**src/rtl/cam_capture_scaler_if.sv**
```systemverilog
// Camera byte bus and frame-buffer write port of cam_capture_scaler.
// slave = capture stage, master = camera pins / RAM side.
interface cam_capture_scaler_if #(
    parameter int ADDR_W = 17,
    parameter int PIX_W  = 16
);
    logic              vsync;
    logic              href;
    logic [7:0]        d;
    logic [ADDR_W-1:0] addr;
    logic [PIX_W-1:0]  dout;
    logic              we;

    modport master (
        output vsync, href, d,
        input  addr, dout, we
    );

    modport slave (
        input  vsync, href, d,
        output addr, dout, we
    );
endinterface

```
**src/rtl/cam_capture_scaler.sv**
```systemverilog
// Camera capture: byte-to-pixel assembly, H/V decimation, frame-buffer writes.
// Define CAM_WINDOW_EN to add a pre-decimation crop window (X0, Y0, WIN_W, WIN_H).
module cam_capture_scaler #(
    parameter int BPP        = 2,
    parameter int H_DEC      = 2,
    parameter int V_DEC      = 2,
    parameter int ADDR_W     = 17,
    parameter int DEPTH      = 76800,
    parameter int CONTINUOUS = 1
`ifdef CAM_WINDOW_EN
    ,
    parameter int X0    = 0,
    parameter int Y0    = 0,
    parameter int WIN_W = 640,
    parameter int WIN_H = 480
`endif
) (
    input  logic                 pclk,
    input  logic                 reset,
    cam_capture_scaler_if.slave  bus,
    input  logic                 start,
    output logic                 busy,
    output logic                 frame_done,
    output logic                 overflow,
    output logic [ADDR_W:0]      pix_count
);
    localparam int PIX_W = 8 * BPP;
    localparam logic [ADDR_W:0] DEPTH_L = (ADDR_W + 1)'(DEPTH);
    localparam logic [1:0] BCNT_LAST = 2'(BPP - 1);
    localparam logic [3:0] COL_LAST = 4'(H_DEC - 1);
    localparam logic [3:0] ROW_LAST = 4'(V_DEC - 1);

    typedef enum logic [1:0] {IDLE, ARMED, CAPTURE} state_t;
    state_t state, state_nx;

    logic             vs_r, hr_r, vs_q, hr_q;
    logic [7:0]       d_r;
    logic [1:0]       bcnt;
    logic [3:0]       col_ph, row_ph;
    logic [PIX_W-1:0] pix;
    logic             pix_done, pix_keep;
    logic [ADDR_W:0]  addr_next;
    logic             vs_rise, vs_fall, hr_fall, last_byte;
    logic             win_ok, col_adv, row_adv, do_write;

    assign vs_rise   = vs_r & ~vs_q;
    assign vs_fall   = vs_q & ~vs_r;
    assign hr_fall   = hr_q & ~hr_r;
    assign last_byte = hr_r && (bcnt == BCNT_LAST);
    assign busy      = (state != IDLE);

`ifdef CAM_WINDOW_EN
    logic [15:0] x, y;

    always_ff @(posedge pclk or posedge reset) begin
        if (reset) begin
            x <= '0;
            y <= '0;
        end else begin
            if (!hr_r)
                x <= '0;
            else if (last_byte)
                x <= x + 16'd1;
            if (vs_r)
                y <= '0;
            else if (hr_fall)
                y <= y + 16'd1;
        end
    end

    // Phases only advance inside the window so its origin is always kept
    assign col_adv = (32'(x) >= X0);
    assign row_adv = (32'(y) >= Y0);
    assign win_ok  = col_adv && (32'(x) < X0 + WIN_W)
                  && row_adv && (32'(y) < Y0 + WIN_H);
`else
    assign col_adv = 1'b1;
    assign row_adv = 1'b1;
    assign win_ok  = 1'b1;
`endif

    always_ff @(posedge pclk or posedge reset) begin
        if (reset) begin
            vs_r     <= 1'b0;
            hr_r     <= 1'b0;
            d_r      <= '0;
            vs_q     <= 1'b0;
            hr_q     <= 1'b0;
            bcnt     <= '0;
            col_ph   <= '0;
            row_ph   <= '0;
            pix      <= '0;
            pix_done <= 1'b0;
            pix_keep <= 1'b0;
        end else begin
            vs_r     <= bus.vsync;
            hr_r     <= bus.href;
            d_r      <= bus.d;
            vs_q     <= vs_r;
            hr_q     <= hr_r;
            pix_done <= last_byte;
            pix_keep <= win_ok && (col_ph == '0) && (row_ph == '0);
            if (hr_r) begin
                pix  <= PIX_W'({pix, d_r});
                bcnt <= last_byte ? 2'd0 : bcnt + 2'd1;
            end else begin
                bcnt <= '0;
            end
            if (!hr_r)
                col_ph <= '0;
            else if (last_byte && col_adv)
                col_ph <= (col_ph == COL_LAST) ? 4'd0 : col_ph + 4'd1;
            if (vs_r)
                row_ph <= '0;
            else if (hr_fall && row_adv)
                row_ph <= (row_ph == ROW_LAST) ? 4'd0 : row_ph + 4'd1;
        end
    end

    always_ff @(posedge pclk or posedge reset) begin
        if (reset)
            state <= IDLE;
        else
            state <= state_nx;
    end

    always_comb begin
        state_nx = state;
        unique case (state)
            IDLE:    if (start) state_nx = ARMED;
            ARMED:   if (vs_fall) state_nx = CAPTURE;
            CAPTURE: if (vs_rise) state_nx = (CONTINUOUS != 0) ? ARMED : IDLE;
            default: state_nx = IDLE;
        endcase
    end

    // Frame end wins over a pixel finishing on the same edge
    assign do_write = (state == CAPTURE) && !vs_rise && pix_done && pix_keep;

    always_ff @(posedge pclk or posedge reset) begin
        if (reset) begin
            bus.addr   <= '0;
            bus.dout   <= '0;
            bus.we     <= 1'b0;
            frame_done <= 1'b0;
            overflow   <= 1'b0;
            pix_count  <= '0;
            addr_next  <= '0;
        end else begin
            bus.we     <= 1'b0;
            frame_done <= 1'b0;
            if (state == ARMED && vs_fall) begin
                addr_next <= '0;
                overflow  <= 1'b0;
            end else if (state == CAPTURE && vs_rise) begin
                frame_done <= 1'b1;
                pix_count  <= addr_next;
            end else if (do_write) begin
                if (addr_next < DEPTH_L) begin
                    bus.we    <= 1'b1;
                    bus.addr  <= addr_next[ADDR_W-1:0];
                    bus.dout  <= pix;
                    addr_next <= addr_next + 1'b1;
                end else begin
                    overflow <= 1'b1;
                end
            end
        end
    end
endmodule

```
**src/flat_wrapper.sv**
```systemverilog
// flat-port wrapper written by rule: the top's interface ports become plain ports
module cam_capture_scaler_flat 
#(
    parameter int BPP        = 2,
    parameter int H_DEC      = 2,
    parameter int V_DEC      = 2,
    parameter int ADDR_W     = 17,
    parameter int DEPTH      = 76800,
    parameter int CONTINUOUS = 1

)
  (pclk, reset, start, busy, frame_done, overflow, pix_count, bus_vsync, bus_href, bus_d, bus_addr, bus_dout, bus_we);
  cam_capture_scaler_if #(.ADDR_W(ADDR_W), .PIX_W(8*(2))) bus_i ();
  input  logic pclk;
  input  logic reset;
  input  logic start;
  output logic busy;
  output logic frame_done;
  output logic overflow;
  output logic [ADDR_W:0] pix_count;
  input wire logic [$bits(bus_i.vsync)-1:0] bus_vsync;
  input wire logic [$bits(bus_i.href)-1:0] bus_href;
  input wire logic [$bits(bus_i.d)-1:0] bus_d;
  output wire logic [$bits(bus_i.addr)-1:0] bus_addr;
  output wire logic [$bits(bus_i.dout)-1:0] bus_dout;
  output wire logic [$bits(bus_i.we)-1:0] bus_we;
  assign bus_i.vsync = bus_vsync;
  assign bus_i.href = bus_href;
  assign bus_i.d = bus_d;
  assign bus_addr = bus_i.addr;
  assign bus_dout = bus_i.dout;
  assign bus_we = bus_i.we;
  cam_capture_scaler #(.BPP(BPP), .H_DEC(H_DEC), .V_DEC(V_DEC), .ADDR_W(ADDR_W), .DEPTH(DEPTH), .CONTINUOUS(CONTINUOUS)) u_core (.pclk(pclk), .reset(reset), .bus(bus_i), .start(start), .busy(busy), .frame_done(frame_done), .overflow(overflow), .pix_count(pix_count));
endmodule
```
**config.mk**
```make
export PLATFORM = sky130hd
export DESIGN_NAME = cam_capture_scaler_flat
export DESIGN_NICKNAME = d
export VERILOG_FILES = /design/src/rtl/cam_capture_scaler_if.sv /design/src/rtl/cam_capture_scaler.sv /design/src/flat_wrapper.sv
export SDC_FILE = /design/constraint.sdc
export NUM_CORES = 1
export LEC_CHECK = 0
export ABC_AREA = 0
export BUFFER_PORTS_ARGS = -buffer_cell sky130_fd_sc_hd__buf_4
export CAP_MARGIN = 25
export CORE_ASPECT_RATIO = 0.75
export CORE_MARGIN = 2
export CORE_UTILIZATION = 55
export CTS_CLUSTER_DIAMETER = 50
export DETAILED_ROUTE_END_ITERATION = 8
export HOLD_SLACK_MARGIN = 0.06
export MAX_ROUTING_LAYER = met4
export PLACE_DENSITY = 0.87
export REMOVE_ABC_BUFFERS = 1
export SETUP_SLACK_MARGIN = 0.15
export SYNTH_ARGS = -nofsm -noshare
export SYNTH_HDL_FRONTEND = slang
export SYNTH_SLANG_ARGS = --single-unit
```
**constraint.sdc**
```tcl
create_clock -name pclk -period 7.7 [get_ports pclk]
set_input_delay 1.54 -clock pclk [delete_from_list [all_inputs] [get_ports pclk]]
set_output_delay 1.54 -clock pclk [all_outputs]
set_load 0.02 [all_outputs]
```
Word level (Yosys, flattened, before mapping):

Index checks and enable logic that the tools add are counted.

* register bits: 114
* output and inout bits: 55

* bitwise gates (word level): 8
* reduce and logical (&&, ||, !) cells: 20
* muxes and demuxes: 26
* add/sub/neg operators: 4
* magnitude comparators: 1
* equal/unequal tests: 11

Operators with widths (count)
* $mux W18: 4
* $mux W4: 6
* $add A18 B1 Y18 const B: 1
* $lt A18 B17 Y1 const B: 1
* $mux W1: 10
* $mux W2: 5
* $reduce_and A3 Y1: 3
* $add A4 B1 Y4 const B: 2
* $eq A4 B1 Y1 const B: 2
* $logic_not A4 Y1: 2
* $ne A2 B1 Y1 const B: 4
* $reduce_bool A2 Y1: 4
* $logic_and A1 B1 Y1: 7
* $pmux W2 S3: 1
* $not A1 Y1: 5
* $eq A2 B1 Y1 const B: 2
* $ne A2 B2 Y1 const B: 2
* $reduce_and A4 Y1: 1
* $and A1 B1 Y1: 3
* $add A2 B1 Y2 const B: 1
* $eq A2 B2 Y1 const B: 1
* $logic_not A2 Y1: 1
* $reduce_and A2 Y1: 1
* $logic_not A1 Y1: 1

Longest topological paths before layout:

* word-level depth: 9
* gate-level depth with buffers: 7
* mapped depth without buffers: 5

Worst setup path after synthesis:

OpenSTA, ideal clock, no wires.

* path type: reg-to-output
* start: reg u_core.state[0]
* end: out busy
* stages on the path, launching flop included: 2
* slack: 5.372 ns
* arrival: 0.788 ns
* required time: 6.160 ns
* cells stage by stage: dfrtp_1 -> or2_2

* longest elaborated chain between the ends: 1

RTL lines
* start: declaration: RTL line cam_capture_scaler.sv:34 `state_t state, state_nx;`
* start signal: assignment: RTL line cam_capture_scaler.sv:124 `state <= state_nx;`
* $reduce_bool A2 Y1: RTL line cam_capture_scaler.sv:50 `assign busy = (state != IDLE);`
* end: declaration: RTL line flat_wrapper.sv:17 `output logic busy;`

Every way passes these cells.

Final worst setup path:

Same ends and word-level chain as after synthesis.

==> out/results.ini <==
[placed_design]
routabilityCongestion = 0.817
place_hpwl_um = 5910
io_buffer_count = 67

[floorplan]
ioPinCount = 68
dieArea_mm2 = 0.00932
coreArea_mm2 = 0.00838
rows = 29
die_w_um = 111
start_util = 0.561
fp.dieH_um = 84.1

[routing]
viasPerCell = 5.72
drtAntennaViolNets = 0
top_layer = met4
remaining_drc_errors = 0
detail_route.iter0.violations = 283
routedWlPerCell_um = 18.6
wl_met3_um = 556
wl_met2_um = 4830
dr.pass1.iters = 5
m1WireLength_um = 4260
vias = 3037
postRouteWirelength_um = 9870

[finish]
multi_input_area_mm2 = 0.00172
fill_cells = 515
nNetsFinal = 424
fin_util = 0.700
final_cell_mix = dfrtp_1, buf_4, mux2_2
seq_area_mm2 = 0.00285
area_growth_pct = 24.8
layout_commonest_cell = dfrtp_1
drive_above_1_share = 0.421
diodes = 0

[critical_path]
critPathLaunchType = flip-flop
r2r_slack_ns = 5.25
cp.required_ns = 6.16
r2r-end = u_core.bus.dout[15]
cp-end-kind = primary output
crit_type = flip-flop to primary output
arrival_ns = 1.35
startpoint = u_core.state[0]
crit_path_max_fanout = 7
worstReg2RegStart = u_core.vs_r
cp_slowest_cell = dfrtp_1
crit_family = flip-flops
critPathMaxStageDelay_ns = 0.45
crit_chain = or2_2 -> buf_4
crit_buf_inv = 1
rr_worst_depth = 6

[yosys]
synthSimpleGateAreaFrac = 0.117
ys_top_cells_by_area = dfrtp_1, mux2_2, mux2_4
yosys.area.top_type = dfrtp_1
yosys_register_bits = 114
synth_compound_area_frac = 0.0322
yosys.area_share.adder = 0.00266
ys_seq_area_frac = 0.606
ys_warn_count = 0
synth_top_family_by_area = multiplexers
synthCells = 335
ys.flop_type = dfrtp_1
synth_xor_area_frac = 0.0112
yosysTopAreaCellShare = 0.606
avgSynthCellArea_um2 = 14.0
syn-cell-area_mm2 = 0.00470
ys_types = 50
synthArstFlopShare = 1.00
synth_edf_count = 0
synth_mux_area_frac = 0.202

[clock_tree]
post_cts_buffers = 0
cts_resized = 0
cts_tree = built
cts_sinks = 114
clock_latency_ns = 0.41
clkSlewWorstSetupHoldPaths_ns = 0.05
postCtsHoldBufs = 0
root_buffer = clkbuf_16
clk_path_buf_depth = 2
h-tree-depth = 4
cts-buffers-inserted = 17

[sta]
slew_violations = 0
rsz0062_at_grt = no
min_period_over_period = 0.376
setup_viol = 0
final.setup_skew_ns = 0.00903
worstMarginPinSlew_ns = 0.920
hold_violations = 0
relSlewSlack = 0.385
tns_ns = 0
fmax_mhz = 346
period_needed_ns = 2.89

[grt]
grt_pass1_vias = 3181
grt_antenna_before_repair = 0
grt_max_degree = 82
grt-ovfl-total = 0
grt.total_usage = 0.235
grt_pass1_wl_um = 16500

[job]
max_cap_violations = 0

[power_and_ir_drop]
peakVddDrop_mv = 0.194
p_leak_uw = 0.00290
p_per_area_mw_per_mm2 = 293

[hold_path]
min_path_type = flip-flop to flip-flop
hold_end = u_core.pix[1]
min_from = u_core.d_r[1]
hold_path_depth = 1

[outcome]
outcome = finished clean

==> worst register-to-register path, delay by kind of cell, from the launching register on <==
| kind | cells | cell delay, ns |
|---|---|---|
| buffers and inverters | 2 | 0.52 |
| multiplexers | 1 | 0.33 |
| AND/OR/NAND/NOR | 3 | 1.04 |
| flip-flops | 1 | 0.45 |
==> worst max path at each step <==
stage / end / slack (ns) / cells after the start
after floorplan: u_core.addr_next[0] / 3.14 / 1
after global placement: u_core.bus.dout[14] / 4.78 / 3
after detailed placement: u_core.bus.dout[3] / 4.74 / 3
after global routing: busy / 4.75 / 2
final: busy / 4.81 / 2
after CTS: busy / 4.79 / 2
==> cell type report <==
type | count | share of cell area
well taps | 108 | 0.0230
flip-flops and latches | 114 | 0.486
clock inverters | 13 | 0.0256
multi-input cells | 201 | 0.292
clock buffers | 19 | 0.0772
inverters | 6 | 0.00426
repair buffers | 70 | 0.0916
==> power breakdown <==
group	total, µW	internal (µW)	leakage, µW	switching (µW)
sequential	704	658	0.00151	45.9
clock	784	498	0.000291	285
combinational	235	118	0.00110	117
total	1720	1270	0.00290	448
==> registers in the layout (all words and copies together), names as in the netlist <==
signal / cells
u_core.addr_next: 18
u_core.bcnt: 2
u_core.bus.addr: 17
u_core.bus.dout: 16
u_core.bus.we: 1
u_core.col_ph: 4
u_core.d_r: 8
u_core.frame_done: 1
u_core.hr_q: 1
u_core.hr_r: 1
u_core.overflow: 1
u_core.pix: 16
u_core.pix_count: 18
u_core.pix_done: 1
u_core.pix_keep: 1
u_core.row_ph: 4
u_core.state: 2
u_core.vs_q: 1
u_core.vs_r: 1
==> routing by layer <==
layer  global-route usage  vias to the layer above
met2                0.361                      131
met3               0.0595                       24
li1                     -                     1343
met4               0.0932                        0
met5                    -                        -
met1                0.303                     1539
==> cells by family (layout without fill, tap and decap cells) <==
kind of cell    Yosys count  after routing
flops                   114            114
simple gates             94             94
mux                      77             77
compound gates           23             23
buf+inv                  20            108
xor+xnor                  6              6
fa+ha+maj                 1              1
==> through the flow <==
step / area (µm²) / setup slack, ns / hold WS, ns / std cells / total power [µW]
after floorplan: 4590 / 3.14 / 0.425 / 321 / 846
after global placement: 5250 / 4.78 / 0.441 / 498 / 933
after detailed placement: 5250 / 4.74 / 0.461 / 498 / 944
after CTS: 5850 / 4.79 / 0.473 / 530 / 1730
after global routing: 5870 / 4.75 / 0.488 / 531 / 1790
final: 5870 / 4.81 / 0.470 / 531 / 1720
==> synth_stat cells (2+ instances only) <==
cell / n
mux2i_1: 11
buf_1: 2
xnor2_1: 3
and2_1: 8
or4_1: 2
nor4_1: 9
nor2b_1: 5
nor2_1: 10
o31ai_1: 3
nand2_1: 21
a21oi_1: 6
buf_6: 7
nand2b_1: 9
mux2_4: 26
nand3_1: 8
xor2_1: 3
o21ai_0: 5
nand4_1: 5
inv_1: 6
nand3b_1: 2
buf_2: 3
and4_1: 2
mux2_2: 39
dfrtp_1: 114
No activity file was read; power rests on OpenSTA's default activity.
